### src/rtl/dma_guard.sv
// dma_guard: clocked DMA / program-counter monitor with NREG protected data
// regions and one protected code window. Raises a registered reset request
// on a violation. The request is held until the CPU re-enters the reset
// handler and then stays clean for ARM_CYCLES cycles.
//
// Ports:
//   mclk, reset_n       clock, asynchronous active-low reset
//   pc                  CPU program counter
//   dma_addr/en/we      DMA bus (any we bit set = write)
//   log_clr             clears violation log and counter (logging build)
//   reset               registered reset request (1 = hold in reset)
//   violation           registered one-cycle pulse per violating cycle
//   viol_region         registered one-hot cause, bit NREG = code window
//   log_addr/log_cause  dma_addr / cause of the first violation since clear
//   viol_cnt            saturating count of violating cycles
//
// Build option: define DMA_GUARD_LOG_EN to implement log_addr, log_cause and
// viol_cnt; otherwise they read 0 and log_clr is ignored.

`ifndef SMEM_BASE
`define SMEM_BASE 16'hE000
`endif
`ifndef SMEM_SIZE
`define SMEM_SIZE 16'h1000
`endif

// One protected data region: inclusive unsigned address match, optionally
// restricted to writes.
module dma_guard_region #(
    parameter logic [15:0] BASE = 16'h0200,
    parameter logic [15:0] LAST = 16'h02FE,
    parameter logic        WO   = 1'b0
) (
    input  logic [15:0] dma_addr,
    input  logic        dma_en,
    input  logic [1:0]  dma_we,
    output logic        hit
);
    assign hit = dma_en && (dma_addr >= BASE) && (dma_addr <= LAST) && (!WO || (|dma_we));
endmodule

module dma_guard #(
    parameter int                 NREG          = 2,
    parameter logic [16*NREG-1:0] REGION_BASE   = {16'hA000, 16'h0200},
    parameter logic [16*NREG-1:0] REGION_LAST   = {16'hA0FE, 16'h02FE},
    parameter logic [NREG-1:0]    REGION_WO     = '0,
    parameter logic [15:0]        EXEC_BASE     = `SMEM_BASE,
    parameter logic [15:0]        EXEC_LAST     = 16'(`SMEM_BASE + `SMEM_SIZE - 2),
    parameter logic [15:0]        RESET_HANDLER = 16'h0000,
    parameter int                 ARM_CYCLES    = 4,
    parameter int                 CNT_W         = 8
) (
    input  logic             mclk,
    input  logic             reset_n,
    input  logic [15:0]      pc,
    input  logic [15:0]      dma_addr,
    input  logic             dma_en,
    input  logic [1:0]       dma_we,
    input  logic             log_clr,
    output logic             reset,
    output logic             violation,
    output logic [NREG:0]    viol_region,
    output logic [15:0]      log_addr,
    output logic [NREG:0]    log_cause,
    output logic [CNT_W-1:0] viol_cnt
);
    localparam logic [3:0] ARM_TGT = 4'(ARM_CYCLES);

    typedef enum logic [1:0] {KILL = 2'd0, ARM = 2'd1, RUN = 2'd2} state_t;

    state_t      state, state_nxt;
    logic [3:0]  arm_cnt, arm_cnt_nxt;
    logic [NREG:0] hit;
    logic        viol;

    assign hit[NREG] = dma_en && (pc >= EXEC_BASE) && (pc <= EXEC_LAST);

    for (genvar g = 0; g < NREG; g++) begin : g_region
        dma_guard_region #(
            .BASE (REGION_BASE[16*g +: 16]),
            .LAST (REGION_LAST[16*g +: 16]),
            .WO   (REGION_WO[g])
        ) u_region (
            .dma_addr (dma_addr),
            .dma_en   (dma_en),
            .dma_we   (dma_we),
            .hit      (hit[g])
        );
    end

    assign viol = |hit;

    always_comb begin
        state_nxt   = state;
        arm_cnt_nxt = arm_cnt;
        case (state)
            KILL: begin
                if ((pc == RESET_HANDLER) && !viol) begin
                    arm_cnt_nxt = 4'd1;
                    // A one-cycle arming period is already complete on entry.
                    state_nxt   = (ARM_TGT <= 4'd1) ? RUN : ARM;
                end
            end
            ARM: begin
                if (viol) begin
                    state_nxt = KILL;
                end else begin
                    arm_cnt_nxt = arm_cnt + 4'd1;
                    if (arm_cnt_nxt >= ARM_TGT) state_nxt = RUN;
                end
            end
            RUN:     if (viol) state_nxt = KILL;
            default: state_nxt = KILL;
        endcase
    end

    always_ff @(posedge mclk or negedge reset_n) begin
        if (!reset_n) begin
            state       <= KILL;
            arm_cnt     <= 4'd0;
            reset       <= 1'b1;
            violation   <= 1'b0;
            viol_region <= '0;
        end else begin
            state       <= state_nxt;
            arm_cnt     <= arm_cnt_nxt;
            reset       <= (state_nxt != RUN);
            violation   <= viol;
            viol_region <= hit;
        end
    end

`ifdef DMA_GUARD_LOG_EN
    // A clear coinciding with a violation captures that violation as the
    // new first entry, so the log is never left empty after a hit.
    always_ff @(posedge mclk or negedge reset_n) begin
        if (!reset_n) begin
            log_addr  <= '0;
            log_cause <= '0;
            viol_cnt  <= '0;
        end else if (log_clr) begin
            if (viol) begin
                log_addr  <= dma_addr;
                log_cause <= hit;
                viol_cnt  <= CNT_W'(1);
            end else begin
                log_addr  <= '0;
                log_cause <= '0;
                viol_cnt  <= '0;
            end
        end else if (viol) begin
            // log_cause is never 0 after a capture, so it marks "log empty".
            if (log_cause == '0) begin
                log_addr  <= dma_addr;
                log_cause <= hit;
            end
            if (viol_cnt != '1) viol_cnt <= viol_cnt + CNT_W'(1);
        end
    end
`else
    logic unused_log_clr;
    assign unused_log_clr = log_clr;
    assign log_addr  = '0;
    assign log_cause = '0;
    assign viol_cnt  = '0;
`endif

endmodule

### config.mk
export PLATFORM = sky130hd
export DESIGN_NAME = dma_guard
export DESIGN_NICKNAME = d
export VERILOG_FILES = /design/src/rtl/dma_guard.sv
export SDC_FILE = /design/constraint.sdc
export NUM_CORES = 1
export LEC_CHECK = 0
export CAP_MARGIN = 20
export CORE_ASPECT_RATIO = 1.25
export CORE_MARGIN = 2
export CORE_UTILIZATION = 29
export DETAILED_ROUTE_END_ITERATION = 6
export PLACE_DENSITY = 0.82
export SYNTH_ARGS = -nofsm -noshare
export SYNTH_HDL_FRONTEND = slang
export SYNTH_SLANG_ARGS = --single-unit
export TNS_END_PERCENT = 5
### constraint.sdc
create_clock -name mclk -period 1.36 [get_ports mclk]
set_input_delay 0.272 -clock mclk [delete_from_list [all_inputs] [get_ports mclk]]
set_output_delay 0.272 -clock mclk [all_outputs]
set_load 0.03 [all_outputs]
# After elaboration in Yosys (flattened, before gate mapping)
# Index checks and enable logic that the tools add are counted.
# Widths: inputs -> output; s select.
# op_classes
n_addsub,1
order_cmp,7
eq_ne,5
mux,8
n_reduce_logical,13
# ops
cell,count
$ge 16x16->1 const B,2
$le 16x16->1 const B,2
$ge 16x10->1 const B,1
$le 16x10->1 const B,1
$logic_not 16->1,1
$mux 2,4
$mux 4,2
$pmux 4 s2,1
$logic_and 1x1->1,7
$ne 2x2->1 const B,3
$pmux 2 s3,1
$add 4x1->4 const B,1
$ge 4x3->1 const B,1
$reduce_and 3->1,1
$reduce_or 3->1,1
$eq 2x1->1 const B,1
$eq 2x2->1 const B,1
$logic_not 2->1,1
$reduce_bool 2->1,1
$logic_not 1->1,1
# word_totals
register_bits,11
in_bits,38
output_inout_bits,32
elab_cells,39

# Longest topological paths before layout
# Gate-level depths: netlist of the first run.
# depth
ltp_word,9
mapped_depth,5

# Modules after synthesis
# Synthesis of the first run repeated with hierarchy kept, for this count alone.
# unflattened
hier_cells,104
hier_area_um2,934.6
# modules_own_cells
module,instances,cells_each,area_each_um2,seq_area_each_um2
dma_guard,1,92,834.6,276.5
dma_guard_region (g_region[1].u_region),1,6,52.6,0.0
dma_guard_region (g_region[0].u_region),1,6,47.5,0.0

# Worst setup path before layout of the first run
# No wires, ideal clock.
# synth_timing
path_type,input to register
start,input pc[11]
end,register arm_cnt[1]
setup_ps,121
t_arrival_ps,1365
required_time_ps,1239
path_slack_ps,-126
cell_stages,4
path_buffers,0
cell_sequence,or4_4 nor4_4 o21bai_2 a22o_1
# synth_between
elab_chain_len,8
word_cells_on_any_way,11
classes_between,2 x order compare; 2 x eq/ne; 7 x reduce/logical
# synth_lines
item,line,source
start: declaration,55,"input logic [15:0] pc,"
$ge 16x16->1,76,assign hit[NREG] = dma_en && (pc >= EXEC_BASE) && (pc <= EXEC_LAST);
$logic_and 1x1->1 (2 in series),76,
$reduce_or 3->1,91,assign viol = |hit;
$logic_not 1->1,98,if ((pc == RESET_HANDLER) && !viol) begin
$logic_and 1x1->1,98,
$ne 2x2->1 (no line),n/a,
$reduce_and 3->1 (no line) (*),n/a,
end signal: assignment,126,arm_cnt <= arm_cnt_nxt;
end: declaration,72,"logic [3:0] arm_cnt, arm_cnt_nxt;"
# Every way passes the cells marked *; elsewhere a longest branch is shown, timed or not.
# A chain may end at the register's enable or synchronous reset.

# Worst setup path after layout of the first run
# layout_timing
start,register state[1]
end,register arm_cnt[2]
# layout_between
elab_chain_len,3
word_cells_on_any_way,7
classes_between,3 x eq/ne; 1 x mux; 3 x reduce/logical
# layout_lines
item,line,source
start: declaration,71,"state_t state, state_nxt;"
start signal: assignment,125,state <= state_nxt;
$eq 2x1->1 or $logic_not 2->1 (tied branches),96,case (state)
$ne 2x2->1 (no line) or $reduce_bool 2->1 (tied branches),n/a,
$reduce_and 3->1 (no line),n/a,
# Parallel ways exist; a longest one is shown, timed or not.

==> results of run 1 <==
[state kept, by name, summed over array words and instances, names as in the netlist]
name         count
arm_cnt          4
reset            1
state            2
viol_region      3
violation        1
[area by class of cell]
type | instances | area, um^2 | share of cell area
clock buffer | 3 | 22.52 | 0.01659
clock inverter | 1 | 5.005 | 0.003687
multi-input combinational | 75 | 530.5 | 0.3908
sequential | 11 | 276.5 | 0.2037
tap | 34 | 42.54 | 0.03134
timing repair buffer | 52 | 480.5 | 0.3539
[worst max path at each step]
stage / start / to / cells past startpoint
after global placement: pc[10] / arm_cnt[1] / 5
after floorplan: pc[11] / arm_cnt[1] / 4
after detailed placement: dma_en / arm_cnt[0] / 6
after global routing: state[1] / arm_cnt[2] / 5
final: state[1] / arm_cnt[2] / 5
after CTS: state[0] / arm_cnt[2] / 5
[per-layer routing]
layer / GRT usage / vias to the layer above
met3: 0.02804 / 11
met5: 0 / -
met1: 0.1175 / 381
met4: 0.06908 / 0
met2: 0.2690 / 60
li1: - / 371
[synthesized netlist by cell type, types with 2 or more instances]
library cell / instances / area (um^2)
nand2b_1: 2 / 12.51
nand3_1: 2 / 10.01
nor2b_1: 2 / 12.51
a22o_1: 3 / 26.28
o21ai_0: 5 / 25.02
nand4_1: 6 / 37.54
dfrtp_1: 10 / 250.2
buf_4: 27 / 202.7
nor4_1: 3 / 18.77
nor2_1: 5 / 18.77
or2b_2: 3 / 26.28
[logic make-up after synthesis]
| kind of cell | count (synthesis) | share of synthesized area |
|---|---|---|
| AOI/OAI and AO/OA | 13 | 0.1228 |
| adders and majority gates | 1 | 0.01497 |
| buffers and inverters | 27 | 0.2425 |
| and+or+nand+nor | 34 | 0.2845 |
| DFF | 11 | 0.3308 |
| other | 1 | 0.004487 |
[cells in the final DEF, fill, tap and decap left out, types with 2 or more instances in the layout]
cell type,synthesis,final
a22o_1,3,3
buf_4,27,13
clkbuf_2,0,3
clkbuf_4,0,3
clkdlybuf4s15_1,0,2
clkdlybuf4s50_1,0,5
conb_1,1,27
dfrtp_1,10,10
dlygate4sd2_1,0,17
dlymetal6s2s_1,0,11
nand2b_1,2,2
nand3_1,2,2
nand4_1,6,6
nor2_1,5,5
nor4_2,0,2
o21ai_1,0,3
or2b_2,3,3
[through the flow]
step             util  hold WS (ns)  std cells  instance area, um^2
3_3_place_gp   0.4568        0.5062        169                 1236
2_1_floorplan       -      -0.02359        113                933.4
3_5_place_dp   0.4568        0.5398        169                 1236
6_report       0.5016        0.2990        176                 1358
5_1_grt        0.5016        0.3286        176                 1358
4_1_cts        0.4808        0.3306        175                 1301
[critical path: stages (launching register included)]
cell      delay (ns)
dfrtp_1         0.42
nor4_1          0.20
nand3_1         0.17
nor4_4          0.32
o21bai_4        0.11
a22o_1          0.26
[timing repair]
item | CTS | global route
endpoints found under the setup margin | 14 | 10
setup buffers | 2 | 1
resized for setup | 37 | 24
gates cloned | 0 | 0
pin swaps | 18 | 12
[power by group]
part           leakage, nW  switching (mW)  internal [mW]
Clock               0.0177           0.112          0.109
Combinational        0.568           0.152         0.0886
Sequential           0.150        0.000691          0.329
==> flow_metrics.tcl, run 1 <==
set metrics [dict create \
    synth-edff-count 0 \
    end_kind "flip-flop" \
    pin_count 70 \
    drtAntennaViolNets 0 \
    p_per_area_mw_per_mm2 582.7 \
    peakVddDrop_v 0.0002670 \
    violations "setup timing" \
    dieArea_mm2 0.003330 \
    wl_um 2361 \
    netlist_instances 87 \
    grt_setup_unrepaired "true" \
    core_mm2 0.002706 \
    grt_use_total 0.1348 \
    routedWlPerCell_um 13.41 \
    ctsRootBufferMaster "clkbuf_4" \
    cts_tree "built" \
    dp_hpwl_um 1794 \
    routed.top_layer "met4" \
    cp_max_fo 4 \
    maxCapViolations 0 \
    clockBufferDepth 2 \
    final.period_utilization 1.167 \
    vias_per_cell 4.676 \
    hold_buffers 0 \
    hold_violations 0 \
    wl_met3_um 202 \
    initial_core_util 0.3088 \
    worstPathArrival_ns 1.74 \
    synth.distinct_cells 30 \
    drt_iter0_markers 9 \
    reg2reg_to "arm_cnt[2]" \
    ff2ff_path_depth 5 \
    row_count 21 \
    htreeDepth 1 \
    avgSynthCellArea_um2 9.607 \
    routed-wl-met2_um 1368 \
    setup.worst_path.class "reg2reg" \
    worstHoldStart "dma_addr[15]" \
    grt_pass1_vias 775 \
    syn_to_final_growth_pct 62.42 \
    die_x_um 52.02 \
    synthFlopType "dfrtp_1" \
    hold_depth 3 \
    p_total_mw 0.7911 \
    cts.sinks 11 \
    clk_latency_ns 0.27 \
    num_vias 823 \
    worst_slack_ns -0.2269 \
    globalRouteOverflowTotal 0 \
    critPathRequiredTime_ns 1.51 \
    ys_ff_latch 11 \
    drt-pass1-iter-count 4 \
    die_y_um 64.02 \
    portBuffers 39 \
    antenna_cells 0 \
    setup_viol 7 \
    hold_end "viol_region[0]" \
    fill_cells 262 \
    cts_made_buffers 3 \
    nNetsFinal 182 \
    syn_area_um2 835.8 \
    grt_pass1_wl_um 3291 \
    tns_ns -0.8388 \
    fin_crit_ns 1.587 \
    synth_async_sr_flop_share 1.000 \
    drc 0 \
    status "finished, violations left" \
    clk_pin_slew_worst_paths_ns 0.07 \
    finClkSkew_ns 0.004935 \
    grt_max_degree 12 \
    leakage_nw 0.7361 \
    yosysSeqAreaShare 0.3308 \
    start_kind "flip-flop" \
    rrSetupSlack_ns -0.23 \
    wl_met1_um 673 \
    drive_gt1_frac 0.2887 \
    post-place-ws_ns -0.6949 \
    r2r_start "state[1]" \
    grt_antenna_before_repair 0 \
    finalWeightedCongestion 0.6675 \
    hp-class "in2reg" \
    slew_violations 0 \
    timing.fmax_mhz 630.2 \
    yosys_warnings 0 \
]
(Power assumes the default switching activity.)
==> inputs of run 2 (changes only) <==
--- a/config.mk
+++ b/config.mk
@@ -5,7 +5,6 @@
 export SDC_FILE = /design/constraint.sdc
 export NUM_CORES = 1
 export LEC_CHECK = 0
-export CAP_MARGIN = 20
 export CORE_ASPECT_RATIO = 1.25
 export CORE_MARGIN = 2
 export CORE_UTILIZATION = 29
==> results of run 2 <==
No change in the layout: final DEF, timing and power equal those of run 1.
==> inputs of run 3 (changes only) <==
--- a/config.mk
+++ b/config.mk
@@ -6,10 +6,10 @@
 export NUM_CORES = 1
 export LEC_CHECK = 0
 export CORE_ASPECT_RATIO = 1.25
-export CORE_MARGIN = 2
 export CORE_UTILIZATION = 29
 export DETAILED_ROUTE_END_ITERATION = 6
 export PLACE_DENSITY = 0.82
+export RECOVER_POWER = 100
 export SYNTH_ARGS = -nofsm -noshare
 export SYNTH_HDL_FRONTEND = slang
 export SYNTH_SLANG_ARGS = --single-unit
==> run 3 against run 2 <==
Compared with the run above: clock-buffer cell count did not move; critical endpoint unchanged; routed wire length fell by 5.6%; largest cell class is now buffers; flip-flop and latch count did not move; the flow still finishes with violations (setup timing); first-iteration DRC count rose to 3.0 times the previous value; sequential share of layout area fell by 0.37 points; highest routed layer unchanged; sequential power barely moved.
==> flow_metrics.tcl, run 3 (synthesized netlist as in run 1, its figures left out) <==
set metrics [dict create \
    timing.fmax_mhz 612.2 \
    reg2reg_to "arm_cnt[2]" \
    clk_pin_slew_worst_paths_ns 0.07 \
    switchingPower_mw 0.2674 \
    pin_count 70 \
    hold_buffers 0 \
    grt_pass1_wl_um 3001 \
    end_kind "flip-flop" \
    num_vias 779 \
    grt_antenna_before_repair 0 \
    largest_register_ffs 4 \
    r2r_start "state[1]" \
    clk_latency_ns 0.27 \
    drive_gt1_frac 0.2727 \
    wl_um 2229 \
    syn_to_final_growth_pct 65.42 \
    globalRouteOverflowTotal 0 \
    grt_use_total 0.1336 \
    fin_crit_ns 1.633 \
    peakVddDrop_v 0.0002934 \
    combinationalPowerShare 0.312 \
    p_per_area_mw_per_mm2 582.6 \
    tns_ns -1.219 \
    clockBufferDepth 2 \
    final_cell_area_mm2 0.001383 \
    final_cells 177 \
    layout_common_cells "conb_1 (27), dlymetal6s2s_1 (18), buf_4 (12)" \
    finalWeightedCongestion 0.7569 \
    grt_max_degree 12 \
    cp_max_fo 6 \
    core_mm2 0.002706 \
    reg_top3 "arm_cnt x4, viol_region x3, state x2" \
    antenna_cells 0 \
    finClkSkew_ns 0.001047 \
    final_common_cell "conb_1" \
    rrSetupSlack_ns -0.19 \
    setup_viol 7 \
    grt_setup_unrepaired "true" \
    critPathRequiredTime_ns 1.52 \
    seq_power_share 0.409 \
    htreeDepth 1 \
    sw_frac_of_total 0.3320 \
    status "finished, violations left" \
    start_kind "input pin" \
    worstPathArrival_ns 1.79 \
    nNetsFinal 183 \
    ctsRootBufferMaster "clkbuf_4" \
    drtAntennaViolNets 0 \
    crit_end "arm_cnt[2]" \
    setup.worst_path.class "in2reg" \
    grt_pass1_vias 758 \
    maxCapViolations 0 \
    crit_path_start "dma_addr[7]" \
    post-place-ws_ns -0.6484 \
    vias_per_cell 4.401 \
    internal_power_mw 0.5381 \
    dp_cells 171 \
    hold_violations 0 \
    path_cells "clkdlybuf4s50_1, nand4_1, o211ai_1, o22ai_4, o21bai_4, a22o_1" \
    drc 0 \
    portBuffers 39 \
    drt-pass1-iter-count 4 \
    cts.sinks 11 \
    cts_made_buffers 3 \
    cp_slowest_cell "clkdlybuf4s50_1" \
    die_x_um 50.02 \
    die_y_um 62.02 \
    pwr-share-clk 0.279 \
    slew_violations 0 \
    worst_slack_ns -0.2733 \
    routedWlPerCell_um 12.59 \
    initial_core_util 0.3088 \
    cts_tree "built" \
    dieArea_mm2 0.003102 \
    dp_hpwl_um 1710 \
    leakage_nw 0.7822 \
    critPathMaxStageDelay_ns 0.47 \
    violations "setup timing" \
    final.period_utilization 1.201 \
    hp-class "in2reg" \
    dpl-instance-area_mm2 0.001251 \
    ff2ff_path_depth 5 \
    row_count 21 \
    regMostFlops "arm_cnt" \
    drt_iter0_markers 27 \
]
-- run 3: changes by cell type in the layout (fill, tap and decap cells not counted), sizes merged --
cell and delta:
buf -2, clkdlybuf4s15 -1, clkdlybuf4s50 +5, dlygate4sd2 -9, dlygate4sd3 +1, dlymetal6s2s +7
-- run 3: per-layer routing --
layer | GRT usage | routed length [um]
met5 | 0 | 0
met4 | 0.06531 | 28
met3 | 0.03163 | 140
met2 | 0.2933 | 1308
met1 | 0.1079 | 752
-- run 3: worst max-delay path, delay by kind of cell --
family,cells,cell delay [ns]
AND/OR/NAND/NOR,1,0.08
buffers and inverters,1,0.47
AO/OA/AOI/OAI,4,0.96
-- run 3: timing repair --
action / in CTS / in global routing
setup buffers: 1 / 1
hold endpoints to repair: 0 / 0
setup endpoints to repair: 12 / 10
pin swaps: 12 / 15
gates resized for setup: 22 / 26
-- run 3: how the worst min path moves through the flow --
stage | slack (ns) | cells after the start | startpoint | end
after floorplan | -0.02 | 0 | reset_n | arm_cnt[0]
after global placement | 0.51 | 1 | arm_cnt[3] | arm_cnt[3]
after detailed placement | 0.51 | 1 | arm_cnt[3] | arm_cnt[3]
after CTS | 0.33 | 1 | reset_n | violation
after global routing | 0.31 | 3 | dma_addr[13] | viol_region[0]
final | 0.30 | 3 | dma_addr[13] | viol_region[0]
-- run 3: stage by stage --
stage / hold WS, ns / power (mW) / util
final: 0.2985 / 0.8055 / 0.5109
after global routing: 0.3065 / 0.8405 / 0.5109
after detailed placement: 0.5141 / 0.5881 / 0.4623
after CTS: 0.3334 / 0.8138 / 0.4864
after global placement: 0.5052 / 0.5839 / 0.4623
after floorplan: -0.02359 / 0.5148 / -
-- run 3: power by group through the flow --
stage | logic, mW | registers [mW] | clock network (mW)
4_1_cts | 0.253 | 0.330 | 0.232
5_1_grt | 0.267 | 0.330 | 0.244
2_1_floorplan | 0.176 | 0.338 | 0
3_3_place_gp | 0.248 | 0.336 | 0
3_5_place_dp | 0.252 | 0.336 | 0
6_report | 0.251 | 0.330 | 0.225
-- run 3: layout make-up --
type,count,area [um^2]
Sequential cell,11,276.5
Timing Repair Buffer,53,521.8
Clock buffer,3,22.52
Fill cell,254,1324
Multi-Input combinational cell,75,514.2
Clock inverter,1,5.005
Tap cell,34,42.54
